--- config.mk ---
export PLATFORM = sky130hd
export DESIGN_NAME = bridge_master
export DESIGN_NICKNAME = d
export VERILOG_FILES = /design/src/rtl/bridge_master.sv
export SDC_FILE = /design/constraint.sdc
export NUM_CORES = 1
export LEC_CHECK = 0
export ABC_AREA = 1
export BUFFER_PORTS_ARGS = -buffer_cell sky130_fd_sc_hd__buf_2
export CAP_MARGIN = 20
export CORE_ASPECT_RATIO = 1.5
export CORE_MARGIN = 4
export CORE_UTILIZATION = 51
export CTS_BUF_LIST = sky130_fd_sc_hd__clkbuf_4 sky130_fd_sc_hd__clkbuf_8 sky130_fd_sc_hd__clkbuf_16
export DETAILED_ROUTE_END_ITERATION = 10
export GPL_ROUTABILITY_DRIVEN = 0
export HOLD_SLACK_MARGIN = 0.05
export PLACE_DENSITY_LB_ADDON = 0.25
export SLEW_MARGIN = 20
export SYNTH_ARGS = -nofsm -noshare
export SYNTH_HDL_FRONTEND = slang
export SYNTH_SLANG_ARGS = --single-unit
--- constraint.sdc ---
create_clock -name clk -period 1.64 [get_ports clk]
set_input_delay 0.328 -clock clk [delete_from_list [all_inputs] [get_ports clk]]
set_output_delay 0.328 -clock clk [all_outputs]
set_load 0.03 [all_outputs]
--- src/rtl/bridge_master.sv ---
// bridge_master: replays each NoC request packet as one AXI-light transaction and returns the response packet.
// Optional AXI response watchdog enabled by defining BRIDGE_MASTER_TIMEOUT_EN.
module bridge_master #(
    parameter logic [5:0] ID      = 6'd0,
    parameter int         TIMEOUT = 255
) (
    input  logic        clk,
    input  logic        res_n,
    input  logic        noc_rx_valid,
    input  logic [31:0] noc_rx_data,
    output logic        noc_rx_ready,
    output logic        noc_tx_valid,
    output logic [31:0] noc_tx_data,
    input  logic        noc_tx_ready,
    output logic        m_awvalid,
    output logic [31:0] m_awaddr,
    input  logic        m_awready,
    output logic        m_wvalid,
    output logic [31:0] m_wdata,
    output logic [3:0]  m_wstrb,
    input  logic        m_wready,
    input  logic        m_bvalid,
    input  logic [1:0]  m_bresp,
    output logic        m_bready,
    output logic        m_arvalid,
    output logic [31:0] m_araddr,
    input  logic        m_arready,
    input  logic        m_rvalid,
    input  logic [31:0] m_rdata,
    input  logic [1:0]  m_rresp,
    output logic        m_rready
);
    typedef enum logic [3:0] {IDLE, DROP, RX_ADDR, RX_DATA, AW_W, B, AR, R, TX_HDR, TX_DATA} state_t;

    state_t      state;
    logic        is_write;
    logic [5:0]  src;
    logic [1:0]  drop_cnt;
    logic [31:0] rsp_data;
    logic        tmo;
    logic        rx_hs;
    logic [1:0]  rx_type;

    assign rx_hs   = noc_rx_valid && noc_rx_ready;
    assign rx_type = noc_rx_data[31:30];

    function automatic logic [31:0] rsp_hdr(input logic [1:0] st);
        return {is_write ? 2'b11 : 2'b10, src, ID, st, 16'h0};
    endfunction

`ifdef BRIDGE_MASTER_TIMEOUT_EN
    logic [31:0] tmo_cnt;
    logic        waiting;

    assign waiting = state inside {AW_W, B, AR, R};
    assign tmo     = waiting && tmo_cnt == 32'(TIMEOUT - 1);

    // Watchdog: counts cycles spent waiting on the AXI slave, zero outside those states
    always_ff @(posedge clk or negedge res_n) begin
        if (!res_n) tmo_cnt <= '0;
        else tmo_cnt <= waiting ? tmo_cnt + 32'd1 : '0;
    end
`else
    // No watchdog: the slave is waited on indefinitely (expression is constant false)
    assign tmo = TIMEOUT < 0;
`endif

    // Request/response sequencer with registered handshake outputs
    always_ff @(posedge clk or negedge res_n) begin
        if (!res_n) begin
            state        <= IDLE;
            is_write     <= 1'b0;
            src          <= '0;
            drop_cnt     <= '0;
            rsp_data     <= '0;
            noc_rx_ready <= 1'b0;
            noc_tx_valid <= 1'b0;
            noc_tx_data  <= '0;
            m_awvalid    <= 1'b0;
            m_awaddr     <= '0;
            m_wvalid     <= 1'b0;
            m_wdata      <= '0;
            m_wstrb      <= '0;
            m_bready     <= 1'b0;
            m_arvalid    <= 1'b0;
            m_araddr     <= '0;
            m_rready     <= 1'b0;
        end else begin
            case (state)
                IDLE: begin
                    noc_rx_ready <= 1'b1;
                    if (rx_hs) begin
                        is_write <= rx_type[0];
                        src      <= noc_rx_data[23:18];
                        m_wstrb  <= noc_rx_data[3:0];
                        drop_cnt <= rx_type[0] ? 2'd2 : 2'd1;
                        if (!rx_type[1]) state <= (noc_rx_data[29:24] == ID) ? RX_ADDR : DROP;
                    end
                end
                DROP: if (rx_hs) begin
                    drop_cnt <= drop_cnt - 2'd1;
                    if (drop_cnt == 2'd1) state <= IDLE;
                end
                RX_ADDR: if (rx_hs) begin
                    m_awaddr <= noc_rx_data;
                    m_araddr <= noc_rx_data;
                    if (is_write) state <= RX_DATA;
                    else begin
                        noc_rx_ready <= 1'b0;
                        m_arvalid    <= 1'b1;
                        state        <= AR;
                    end
                end
                RX_DATA: if (rx_hs) begin
                    m_wdata      <= noc_rx_data;
                    noc_rx_ready <= 1'b0;
                    m_awvalid    <= 1'b1;
                    m_wvalid     <= 1'b1;
                    state        <= AW_W;
                end
                AW_W: begin
                    if (m_awready) m_awvalid <= 1'b0;
                    if (m_wready) m_wvalid <= 1'b0;
                    if ((!m_awvalid || m_awready) && (!m_wvalid || m_wready)) begin
                        m_bready <= 1'b1;
                        state    <= B;
                    end else if (tmo) begin
                        m_awvalid    <= 1'b0;
                        m_wvalid     <= 1'b0;
                        noc_tx_valid <= 1'b1;
                        noc_tx_data  <= rsp_hdr(2'b11);
                        state        <= TX_HDR;
                    end
                end
                B: if (m_bvalid || tmo) begin
                    m_bready     <= 1'b0;
                    noc_tx_valid <= 1'b1;
                    noc_tx_data  <= rsp_hdr(m_bvalid ? m_bresp : 2'b11);
                    state        <= TX_HDR;
                end
                AR: begin
                    if (m_arready) begin
                        m_arvalid <= 1'b0;
                        m_rready  <= 1'b1;
                        state     <= R;
                    end else if (tmo) begin
                        m_arvalid    <= 1'b0;
                        rsp_data     <= 32'hDEAD_BEEF;
                        noc_tx_valid <= 1'b1;
                        noc_tx_data  <= rsp_hdr(2'b11);
                        state        <= TX_HDR;
                    end
                end
                R: if (m_rvalid || tmo) begin
                    m_rready     <= 1'b0;
                    rsp_data     <= m_rvalid ? m_rdata : 32'hDEAD_BEEF;
                    noc_tx_valid <= 1'b1;
                    noc_tx_data  <= rsp_hdr(m_rvalid ? m_rresp : 2'b11);
                    state        <= TX_HDR;
                end
                TX_HDR: if (noc_tx_ready) begin
                    if (is_write) begin
                        noc_tx_valid <= 1'b0;
                        noc_rx_ready <= 1'b1;
                        state        <= IDLE;
                    end else begin
                        noc_tx_data <= rsp_data;
                        state       <= TX_DATA;
                    end
                end
                TX_DATA: if (noc_tx_ready) begin
                    noc_tx_valid <= 1'b0;
                    noc_rx_ready <= 1'b1;
                    state        <= IDLE;
                end
                default: state <= IDLE;
            endcase
        end
    end
endmodule

==> flow_summary_export.csv <==
group,metric,value,unit
status,status,"completed",
cells_and_area,drive_gt1_share,30.2,%
floorplan,die_w,100,um
floorplan,die_area,14700,sq um
cells_and_area,stdcell_count,1119,
floorplan,rows,50,
critical_path,critPathRequiredTime,1.94,ns
global_routing,antenna_found_initial,2,
logic_synthesis,syn_area_per_cell,8.55,sq um
drt,wirelength,16000,um
global_routing,gr-usage-met1,28.8,%
power,p_seq_share,48.3,%
logic_synthesis,synth_top_cell_by_area,"dfrtp_1",
worst_hold_path,hold_path_class,"input port to flop",
critical_path,endpoint_kind,"flop",
drt,wire_per_inst,14.3,um
placed_design,port_buffers,215,
drt,first_pass_iters,5,
critical_path,cp_max_fo,31,
logic_synthesis,synth.distinct_cells,24,
cells_and_area,syn2layout_area_growth,26.9,%
logic_synthesis,syn_area,6500,sq um
sta,finClkSkew,0.0108,ns
sta,fmax,643,MHz
power,internal_power,6.05,mW
cells_and_area,nets,1028,
drt,postRouteAntennaNets,0,
clock_tree,numCtsBuffers,17,
logic_synthesis,synth.area.top_cells,"dfrtp_1, nand2_1, o21ai_0",
drt,num_vias,5463,
clock_tree,cts_root_buf,"clkbuf_16",
sta,finalSetupViolCount,0,
sta,finalMaxSlewViolations,0,
power,p_clk_share,48.3,%
critical_path,critPathKind,"flop to flop",
logic_synthesis,yosysWarnings,0,
run,maxCapViolCount,0,
sta,period_share,94.8,%
worst_hold_path,min_to,"rsp_data[25]",
clock_tree,cts_max_level,4,
floorplan,fp.dieH,146,um
worst_hold_path,min-delay-start,"m_rdata[25]",
clock_tree,path_clk_slew,0.06,ns
global_routing,grt_pass1_wl,26100,um
global_routing,busiest_layer,"met2",
drt,post-route-drc-count,0,
logic_synthesis,synthTopCellsByCount,"nand2_1, dfrtp_1, o21ai_0",
sta,max_slew_margin,72.2,%
clock_tree,cts_max_path_buffers,2,
power,comb_power_share,3.4,%
sta,worstMarginPinSlew,0.417,ns
global_routing,grt_use_total,22.2,%
logic_synthesis,synth_ff_type,"dfrtp_1",
power,ir_worst_vdd,0.000675,V
placed_design,dp_slack,0.100,ns
critical_path,r2r-end,"noc_tx_data[31]",
cells_and_area,diodes,0,
clock_tree,insertion_delay,0.41,ns
critical_path,rr_startpoint,"state[2]",
logic_synthesis,yosysMostFrequentCell,"nand2_1",
logic_synthesis,syn_inst,760,
floorplan,initial_core_util,52.0,%
drt,via_per_inst,4.88,
global_routing,use_met2,36.8,%
power,finalPower,7.89,mW
worst_hold_path,worst_hold_path.num_cells,3,
critical_path,regToRegSetupSlack,0.09,ns
power,switching_share,23.3,%
placed_design,dp_hpwl,11500,um
critical_path,start_kind,"flop",
sta,finalHoldViolations,0,
logic_synthesis,syn-num-nets,838,
global_routing,globalRouteMet3Util,4.88,%
logic_synthesis,synth_seq_cells,152,
drt,drtIter0Drc,243,
power,leakagePower,4.91,nW
logic_synthesis,synth-edff-count,0,
critical_path,worstPathArrival,1.85,ns
global_routing,grt_overflow_total,0,
power,power_density,957,nW/um^2
logic_synthesis,postSynth.asyncResetShare,100,%
critical_path,r2r_cells,8,
power,p_sw,1.84,mW
logic_synthesis,yosys.area.top_type_share,58.5,%
placed_design,dp_cells,1085,
clock_tree,cts_tree,"built",
global_routing,grt_max_degree,67,
sta,fin_crit,1.55,ns
floorplan,coreArea,12500,sq um
clock_tree,clkSinkCount,152,
sta,setup_ws,0.0851,ns
logic_synthesis,yosysSeqAreaShare,58.5,%
floorplan,io_pins,216,
global_routing,grt_pass1_vias,5384,
worst max path at each step:
stage / start / to / slack, ns / depth (start not counted)
CTS: state[3] / state[2] / 0.06 / 9
detailed placement: state[3] / state[2] / 0.10 / 7
floorplan: noc_rx_ready / m_wdata[23] / 0.13 / 7
global placement: state[3] / state[2] / 0.1 / 7
finish: state[2] / noc_tx_data[31] / 0.09 / 8
global route: state[1] / noc_tx_data[31] / -0.002 / 9
sequential cells by signal, indices dropped and copies added, names as in the netlist:
register and count:
m_rready 1, is_write 1, m_bready 1, m_wvalid 1, m_wdata 32, m_awvalid 1
state 4, m_araddr 32, noc_rx_ready 1, drop_cnt 2, m_wstrb 4, rsp_data 32
noc_tx_data 32, m_arvalid 1, src 6, noc_tx_valid 1
per-stage QoR:
stage | TNS, ns | hold WS, ns | instance area (sq um) | utilization, %
2_1_floorplan | 0 | 0.0324 | 6500 | -
3_3_place_gp | 0 | 0.272 | 7640 | 61.1
3_5_place_dp | 0 | 0.269 | 7640 | 61.1
4_1_cts | 0 | 0.0986 | 8230 | 65.8
5_1_grt | -0.00210 | 0.121 | 8250 | 65.9
6_report | 0 | 0.110 | 8250 | 65.9
area by class of cell:
| type | count | area, sq um |
|---|---|---|
| Multi-Input combinational cell | 483 | 2080 |
| Fill cell | 1116 | 4260 |
| Clock buffer | 17 | 425 |
| Timing Repair Buffer | 238 | 1370 |
| Sequential cell | 152 | 3810 |
| Clock inverter | 15 | 153 |
| Inverter | 58 | 220 |
| Tap cell | 156 | 195 |
per-layer routing:
metal / up-vias / part of all wire [%]
met5: - / 0.17
met4: 4 / 1.8
met2: 182 / 50
met3: 31 / 6.9
li1: 2722 / -
met1: 2524 / 41
power groups by stage:
| stage | clock network (mW) | registers (mW) | logic, mW |
|---|---|---|---|
| 2_1_floorplan | 0 | 3.88 | 0.0611 |
| 3_3_place_gp | 0 | 3.88 | 0.270 |
| 3_5_place_dp | 0 | 3.88 | 0.271 |
| 4_1_cts | 3.89 | 3.81 | 0.276 |
| 5_1_grt | 4.04 | 3.81 | 0.314 |
| 6_report | 3.82 | 3.81 | 0.268 |
worst max-delay path, cell delays in order (launching register included):
cell,delay [ns]
dfrtp_1,0.41
inv_2,0.08
nor2_4,0.20
nand3_1,0.18
nand2_1,0.17
nor2_2,0.07
buf_12,0.16
o21ai_0,0.08
nand2_1,0.07
cell families (layout without fill, tap and decap cells):
group                      count (synthesis)  in the layout  share of synthesized area (%)
adders and majority gates                  1              1                          0.192
AOI/OAI and AO/OA                         90             90                           7.08
DFF                                      152            152                           58.5
buffers and inverters                    125            328                           9.80
and+or+nand+nor                          392            392                           24.4
repair_timing:
item                                   4_1_cts  5_1_grt
resized for setup                            0        7
hold buffers                                 1        0
buffers inserted                             0        1
endpoints found under the hold margin       34        0
setup endpoints to repair                    0       96
layout by cell type (no fill, tap or decap), drive strengths merged:
master and count:
clkinvlp 1, dlygate4sd3 1, nor2 20, ha 1, nand2 319, a21oi 1, a22oi 2, nor4 1
bufinv 1, o22ai 2, inv 69, clkbuf 17, o21ai 84, o211ai 1, nand3 47, buf 237
clkinv 2, nand4 3, dfrtp 152, nand3b 2
No activity file was read; power rests on OpenSTA's default activity.
